===== config.mk =====
export PLATFORM = sky130hd
export DESIGN_NAME = twi_slave_logic
export DESIGN_NICKNAME = d
export VERILOG_FILES = /design/src/rtl/twi_slave_logic.sv
export SDC_FILE = /design/constraint.sdc
export NUM_CORES = 1
export LEC_CHECK = 0
export BUFFER_PORTS_ARGS = -buffer_cell sky130_fd_sc_hd__buf_2
export CELL_PAD_IN_SITES_DETAIL_PLACEMENT = 1
export CELL_PAD_IN_SITES_GLOBAL_PLACEMENT = 1
export CORE_MARGIN = 3
export CORE_UTILIZATION = 40
export DETAILED_ROUTE_END_ITERATION = 6
export PLACE_DENSITY = 0.8
export SKIP_LAST_GASP = 1
export SYNTH_ARGS = -nofsm -noshare
export SYNTH_HDL_FRONTEND = slang
export SYNTH_SLANG_ARGS = --single-unit

===== constraint.sdc =====
create_clock -name iPlbClk -period 4.75 [get_ports iPlbClk]
set_clock_uncertainty 0.05 [all_clocks]
set_input_delay 1.1875 -clock iPlbClk [delete_from_list [all_inputs] [get_ports iPlbClk]]
set_output_delay 1.1875 -clock iPlbClk [all_outputs]
set_load 0.01 [all_outputs]

===== src/rtl/twi_slave_logic.sv =====
// twi_slave_logic: TWI (I2C) responder. Oversamples SCL/SDA on the PLB clock,
// detects START/STOP, answers one 7-bit address, delivers written bytes on a
// strobe port and serves read bytes from a data port. No clock stretching.
module twi_slave_logic #(
  parameter logic [6:0] SLAVE_ADDR  = 7'h50,
  parameter int         SYNC_STAGES = 2
) (
  input  logic       iPlbClk,
  input  logic       iPlbReset,
  input  logic       iScl,
  input  logic       iSda,
  output logic       oSda,
  input  logic [7:0] iTxData,
  output logic       oTxTaken,
  output logic [7:0] oRxData,
  output logic       oRxValid,
  output logic       oBusy,
  output logic       oDir
);

  typedef enum logic [2:0] {
    IDLE,
    ADDR,
    ADDR_ACK,
    RX,
    RX_ACK,
    TX,
    TX_ACK
  } state_t;

  state_t state;

  logic [SYNC_STAGES-1:0] scl_sync;
  logic [SYNC_STAGES-1:0] sda_sync;
  logic                   scl_hist;
  logic                   sda_hist;
  logic                   scl_now;
  logic                   sda_now;
  logic                   scl_rise;
  logic                   scl_fall;
  logic                   start_cond;
  logic                   stop_cond;

  logic [2:0] bit_cnt;
  logic [6:0] shift;
  logic [6:0] tx_shift;
  logic       ack_low;
  logic       ack_ok;

  // Synchronize both bus lines and keep one history flop for edge detection;
  // all flops preset to 1 so an idle (released) bus looks quiet after reset.
  always_ff @(posedge iPlbClk) begin
    if (iPlbReset) begin
      scl_sync <= '1;
      sda_sync <= '1;
      scl_hist <= 1'b1;
      sda_hist <= 1'b1;
    end else begin
      scl_sync <= {scl_sync[SYNC_STAGES-2:0], iScl};
      sda_sync <= {sda_sync[SYNC_STAGES-2:0], iSda};
      scl_hist <= scl_sync[SYNC_STAGES-1];
      sda_hist <= sda_sync[SYNC_STAGES-1];
    end
  end

  // Single-cycle bus events derived from the synchronized levels.
  always_comb begin
    scl_now    = scl_sync[SYNC_STAGES-1];
    sda_now    = sda_sync[SYNC_STAGES-1];
    scl_rise   = scl_now & ~scl_hist;
    scl_fall   = ~scl_now & scl_hist;
    start_cond = scl_now & sda_hist & ~sda_now;
    stop_cond  = scl_now & ~sda_hist & sda_now;
  end

  // Protocol FSM: STOP/START override everything, otherwise bits are sampled
  // on SCL rise and SDA is only ever changed on SCL fall.
  always_ff @(posedge iPlbClk) begin
    if (iPlbReset) begin
      state    <= IDLE;
      oSda     <= 1'b1;
      oTxTaken <= 1'b0;
      oRxValid <= 1'b0;
      oRxData  <= 8'h00;
      oDir     <= 1'b0;
      bit_cnt  <= 3'd0;
      shift    <= 7'h00;
      tx_shift <= 7'h00;
      ack_low  <= 1'b0;
      ack_ok   <= 1'b0;
    end else begin
      oTxTaken <= 1'b0;
      oRxValid <= 1'b0;
      if (stop_cond) begin
        state   <= IDLE;
        oSda    <= 1'b1;
        bit_cnt <= 3'd0;
      end else if (start_cond) begin
        state   <= ADDR;
        oSda    <= 1'b1;
        bit_cnt <= 3'd0;
      end else begin
        case (state)
          IDLE: begin
            oSda <= 1'b1;
          end
          ADDR: begin
            if (scl_rise) begin
              shift   <= {shift[5:0], sda_now};
              bit_cnt <= bit_cnt + 3'd1;
              if (bit_cnt == 3'd7) begin
                if (shift == SLAVE_ADDR) begin
                  state   <= ADDR_ACK;
                  oDir    <= sda_now;
                  ack_low <= 1'b0;
                end else begin
                  state <= IDLE;
                end
              end
            end
          end
          ADDR_ACK: begin
            if (scl_fall) begin
              if (!ack_low) begin
                oSda    <= 1'b0;
                ack_low <= 1'b1;
              end else begin
                ack_low <= 1'b0;
                if (oDir) begin
                  state    <= TX;
                  tx_shift <= iTxData[6:0];
                  oTxTaken <= 1'b1;
                  oSda     <= iTxData[7];
                end else begin
                  state <= RX;
                  oSda  <= 1'b1;
                end
              end
            end
          end
          RX: begin
            if (scl_rise) begin
              shift   <= {shift[5:0], sda_now};
              bit_cnt <= bit_cnt + 3'd1;
              if (bit_cnt == 3'd7) begin
                oRxData  <= {shift, sda_now};
                oRxValid <= 1'b1;
                state    <= RX_ACK;
                ack_low  <= 1'b0;
              end
            end
          end
          RX_ACK: begin
            if (scl_fall) begin
              if (!ack_low) begin
                oSda    <= 1'b0;
                ack_low <= 1'b1;
              end else begin
                ack_low <= 1'b0;
                oSda    <= 1'b1;
                state   <= RX;
              end
            end
          end
          TX: begin
            if (scl_fall) begin
              bit_cnt <= bit_cnt + 3'd1;
              if (bit_cnt == 3'd7) begin
                oSda   <= 1'b1;
                state  <= TX_ACK;
                ack_ok <= 1'b0;
              end else begin
                oSda     <= tx_shift[6];
                tx_shift <= {tx_shift[5:0], 1'b0};
              end
            end
          end
          TX_ACK: begin
            if (scl_rise) begin
              if (sda_now) begin
                state <= IDLE;
                oSda  <= 1'b1;
              end else begin
                ack_ok <= 1'b1;
              end
            end else if (scl_fall && ack_ok) begin
              ack_ok   <= 1'b0;
              tx_shift <= iTxData[6:0];
              oTxTaken <= 1'b1;
              oSda     <= iTxData[7];
              state    <= TX;
            end
          end
          default: begin
            state <= IDLE;
            oSda  <= 1'b1;
          end
        endcase
      end
    end
  end

  // Busy whenever this responder has been addressed and not yet released.
  always_comb begin
    oBusy = (state == ADDR_ACK) || (state == RX) || (state == RX_ACK) ||
            (state == TX) || (state == TX_ACK);
  end

endmodule


After elaboration in Yosys (flattened, before gate mapping) --
Cells that the tools add are included.
Operators by class: muxes and demuxes 59, bitwise logic cells 16, add/sub/neg operators 1, equal/unequal tests 41, reductions and logical operators 25
Operator list (count):
- $mux W7 | 7
- $mux W3 | 16
- $ne A3 B3 Y1 const B | 13
- $ne A2 B2 Y1 const B | 16
- $mux W1 | 28
- $reduce_and A13 Y1 | 2
- $pmux W3 S7 | 1
- $pmux W7 S3 | 1
- $eq A3 B3 Y1 const B | 4
- $reduce_and A6 Y1 | 2
- $not A1 Y1 | 10
- $reduce_and A10 Y1 | 1
- $reduce_and A9 Y1 | 1
- $ne A4 B4 Y1 const B | 2
- $eq A7 B7 Y1 const B | 1
- $reduce_and A7 Y1 | 1
- $and A1 B1 Y1 | 6
- $eq A3 B2 Y1 const B | 2
- $pmux W3 S2 | 1
- $reduce_bool A3 Y1 | 2
- $reduce_or A2 Y1 | 3
- $pmux W1 S5 | 1
- $reduce_and A5 Y1 | 1
- $reduce_or A5 Y1 | 1
- other kinds (13) | 19
Word-level totals: word-level logic and storage cells 158, register bits 40, input bits 12, output and inout bits 13

Longest topological paths before layout --
depth after elaboration 7, depth in mapped cells 8, depth with buffers taken out 7

Worst setup path before layout --
No wires, ideal clock.
kind register to output, start register state[2], end output oBusy, buffers on the path 2, data required time 3.513 ns, arrival time 1.225 ns, setup slack 2.288 ns, cell stages (with the launch flop) 5, cell sequence dfxtp_1 clkbuf_1 buf_1 nor2_1 a21oi_1
Between the ends: cells in the longest elaborated chain, start to end 5, elaborated cells on any way between the ends 9, classes of those cells eq/ne: 5; reduce/logical: 4
Ends and longest elaborated chain:
- from (decl) | RTL line 31 | state_t state;
- from (signal assigned) | RTL line 80 | state <= IDLE;
- from (signal assigned) | RTL line 95 | state <= IDLE;
- from (signal assigned) | RTL line 99 | state <= ADDR;
- $eq A3 B2 Y1 | RTL line 205 | oBusy = (state == ADDR_ACK) || (state == RX) || (state == RX_ACK) ||
- $logic_or A1 B1 Y1 (3 in series) | RTL line 205
- $logic_or A1 B1 Y1 * | RTL line 206 | (state == TX) || (state == TX_ACK);
- to (decl) | RTL line 17 | output logic oBusy,
Every way passes the cells marked *; elsewhere a longest branch is shown, timed or not.

Final worst setup path --
Ends and elaborated chain as after synthesis.

==> impl_metrics.env <==
export IMPL_htreeDepth=2
export IMPL_cts_path_max_buffers=2
export IMPL_ioPinCount=25
export IMPL_final_area_um2=2297
export IMPL_clk_transition_reported_paths_ns=0.08
export IMPL_worst_slew_pin_slew_ns=0.7439
export IMPL_cap_violations=0
export IMPL_grt_pass1_vias=1758
export IMPL_hold_path_class="reg2reg"
export IMPL_top_layer="met4"
export IMPL_cts_buffers=5
export IMPL_arrival_ns=1.72
export IMPL_drtPass1Iterations=5
export IMPL_areaGrowthSynthToFinish_pct=12.16
export IMPL_setup_total_negative_slack_ns=0
export IMPL_wl_met1_mm=2.362
export IMPL_dp_hpwl_mm=3.452
export IMPL_syn_instance_count=235
export IMPL_detail_route_antenna_nets=0
export IMPL_critPathSlowestCell="dfxtp_1"
export IMPL_crit_chain="inv_1 > nor2_1 > a21oi_1 > buf_2"
export IMPL_synth_seq_area_share_pct=39.10
export IMPL_die_y_um=77.56
export IMPL_grt_remaining_overflow=0
export IMPL_fin_crit_sh_pct=62.27
export IMPL_grt_usage_pct=17.24
export IMPL_setup_worst_path_start_class="register"
export IMPL_placed_area_um2=2186
export IMPL_clock_latency_ns=0.29
export IMPL_drc_errors=0
export IMPL_critPathMaxFanout=20
export IMPL_cts_tree="done"
export IMPL_critPathLaunch="state[2]$_SDFFE_PP0P_"
export IMPL_diodes=0
export IMPL_dieArea_um2=6015
export IMPL_wirelength_mm=4.932
export IMPL_drive_above_1_share_pct=17.79
export IMPL_finalPower_mw=0.6463
export IMPL_postCtsSetupBuffers=0
export IMPL_grt_pass1_wl_mm=8.418
export IMPL_viasPerCell=5.550
export IMPL_avgSynthCellArea_um2=8.716
export IMPL_cts_hold_fix_buffers=0
export IMPL_hold_viol=0
export IMPL_place_gp_congestion=0.8470
export IMPL_wire_per_inst_um=15.41
export IMPL_num_nets_final=267
export IMPL_worstSetupEndpointType="primary output"
export IMPL_ys_warn_count=0
export IMPL_report_final_setup_viol=0
export IMPL_synth_seq_cells=40
export IMPL_rr_startpoint="state[2]$_SDFFE_PP0P_"
export IMPL_ir_drop_mv=0.1867
export IMPL_drtIter0Drc=150
export IMPL_numPortBuffers=24
export IMPL_worst_r2r_path_depth=5
export IMPL_fillers=577
export IMPL_worstSetupPathType="reg2out"
export IMPL_status="finished clean"
export IMPL_synth_area_um2=2048
export IMPL_synth_nets=250
export IMPL_crit_path_end="oBusy"
export IMPL_dr_wl_met3_um=191
export IMPL_chipWidth_um=77.56
export IMPL_wl_met2_mm=2.321
export IMPL_rsz0062_at_grt="no"
export IMPL_grt_start_max_net_pins=34
export IMPL_antenna_found_initial=0
export IMPL_cts_root_buf="clkbuf_8"
export IMPL_slew_headroom_pct=50.20
export IMPL_powerDensity_nw_per_um2=281.3
export IMPL_start_util_pct=42.25
export IMPL_power_leakage_nw=0.8588
export IMPL_rrSetupSlack_ns=2.12
export IMPL_maxSlewViolCount=0
export IMPL_fin_crit_ns=2.958
export IMPL_cts_sinks=40
export IMPL_coreArea_um2=4848
export IMPL_worstReg2RegEnd="tx_shift[2]$_SDFFE_PP0P_"
export IMPL_ys_types=46
export IMPL_rows=25
export IMPL_vias=1776
export IMPL_required_ns=3.51
export IMPL_cts_resized=0
export IMPL_cp_slowest_stage_delay_ns=0.79
export IMPL_max_clock_freq_ghz=0.3381
## through the flow
| step | util, % | cells | hold slack [ns] | worst slack, ns |
|---|---|---|---|---|
| after floorplan | - | 235 | 0.3395 | 2.288 |
| after global placement | 45.08 | 312 | 0.3415 | 2.186 |
| after detailed placement | 45.08 | 312 | 0.3448 | 2.138 |
| after CTS | 47.38 | 320 | 0.3582 | 1.814 |
| after global routing | 47.38 | 320 | 0.3620 | 1.646 |
| final | 47.38 | 320 | 0.3624 | 1.792 |
## layer usage
layer  up-vias  global-route usage, %
met3         4                  4.408
met1       862                  22.86
li1        869                      -
met2        41                  27.20
met5         -                      0
met4         0                  5.872
## synth_stat cells (all sizes together)
cell type / n / share of area [%]
and2b: 1 / 0.37
inv: 5 / 0.92
nand2b: 5 / 1.5
o21bai: 1 / 0.37
a211oi: 5 / 1.8
nor2b: 8 / 2.4
nor4: 3 / 1.6
mux2i: 18 / 8.8
a311oi: 6 / 3.5
nor4b: 2 / 1.6
nor3b: 2 / 0.73
nor2: 34 / 6.2
dfxtp: 40 / 39
a32oi: 1 / 0.43
nand2: 21 / 3.8
and2: 1 / 0.31
o21ai: 9 / 2.2
nand4: 4 / 1.2
nand3b: 5 / 1.8
a22oi: 1 / 0.37
buf: 6 / 2.0
a22o: 1 / 0.43
o211ai: 1 / 0.37
ha: 3 / 1.8
o22ai: 2 / 0.61
nand4b: 1 / 0.43
a31o: 1 / 0.43
o31a: 1 / 0.43
clkbuf: 9 / 1.6
nor3: 3 / 1.3
a311o: 1 / 0.49
a21oi: 12 / 2.9
xor2: 3 / 1.3
nor4bb: 2 / 0.98
a31oi: 1 / 0.31
and3b: 4 / 1.7
nand3: 4 / 0.98
o221ai: 1 / 0.43
o32ai: 1 / 0.43
or2: 6 / 1.8
## cell type report
| class | instances | area, µm² | share of cell area (%) |
|---|---|---|---|
| Clock inverter | 3 | 42.54 | 1.852 |
| Tap cell | 67 | 83.83 | 3.649 |
| Inverter | 5 | 18.77 | 0.8170 |
| Multi-Input combinational cell | 175 | 1155 | 50.27 |
| Timing Repair Buffer | 25 | 127.6 | 5.556 |
| Clock buffer | 5 | 68.82 | 2.996 |
| Sequential cell | 40 | 800.8 | 34.86 |
## cell families after synthesis
| group | Yosys count | share of synthesized area [%] |
|---|---|---|
| AO/OA/AOI/OAI | 45 | 15.52 |
| multiplexers | 18 | 8.796 |
| buffers and inverters | 20 | 4.521 |
| XOR/XNOR | 3 | 1.283 |
| adder cells (fa/ha/maj) | 3 | 1.833 |
| AND/OR/NAND/NOR | 106 | 28.96 |
| flip-flops | 40 | 39.10 |
## worst min-delay path by stage
stage	slack [ns]	end	cells past startpoint	from
2_1_floorplan	0.34	scl_sync[1]$_SDFF_PP1_	1	scl_sync[0]$_SDFF_PP1_
3_3_place_gp	0.34	sda_sync[1]$_SDFF_PP1_	1	sda_sync[0]$_SDFF_PP1_
3_5_place_dp	0.34	scl_sync[1]$_SDFF_PP1_	1	scl_sync[0]$_SDFF_PP1_
4_1_cts	0.36	sda_sync[1]$_SDFF_PP1_	1	sda_sync[0]$_SDFF_PP1_
5_1_grt	0.36	sda_sync[1]$_SDFF_PP1_	1	sda_sync[0]$_SDFF_PP1_
6_report	0.36	scl_sync[1]$_SDFF_PP1_	1	scl_sync[0]$_SDFF_PP1_
## layout by cell type, fill, tap and decap left out, types with 3 or more instances in the layout
master,n
nand2b_1,5
ha_1,3
o21ai_0,9
nand2_1,21
nand4_1,4
a311oi_2,3
nor2_1,34
nand3b_1,5
or2_2,6
clkbuf_8,5
xor2_1,3
dfxtp_1,40
a311oi_1,3
a21oi_1,12
nand3_1,4
and3b_1,4
buf_2,24
mux2i_1,18
nor2b_1,8
a211oi_1,5
inv_1,5
## power by group
group | internal, mW | switching [mW] | total (mW)
clock network | 0.155 | 0.118 | 0.273
registers | 0.338 | 0.00351 | 0.341
logic | 0.0116 | 0.0200 | 0.0317
total | 0.505 | 0.142 | 0.646
## flip-flops by register name, summed over array words and instances (netlist names), 2 cells and up
name      cells
scl_sync      2
state         3
bit_cnt       3
tx_shift      7
sda_sync      2
oRxData       8
shift         7
## worst max-delay path, delay by kind of cell (launching register included)
family	cells	cell delay [ns]
AOI/OAI and AO/OA	1	0.09
buffers and inverters	2	0.38
DFF	1	0.79
and+or+nand+nor	1	0.17
No activity file was read; power rests on OpenSTA's default activity.
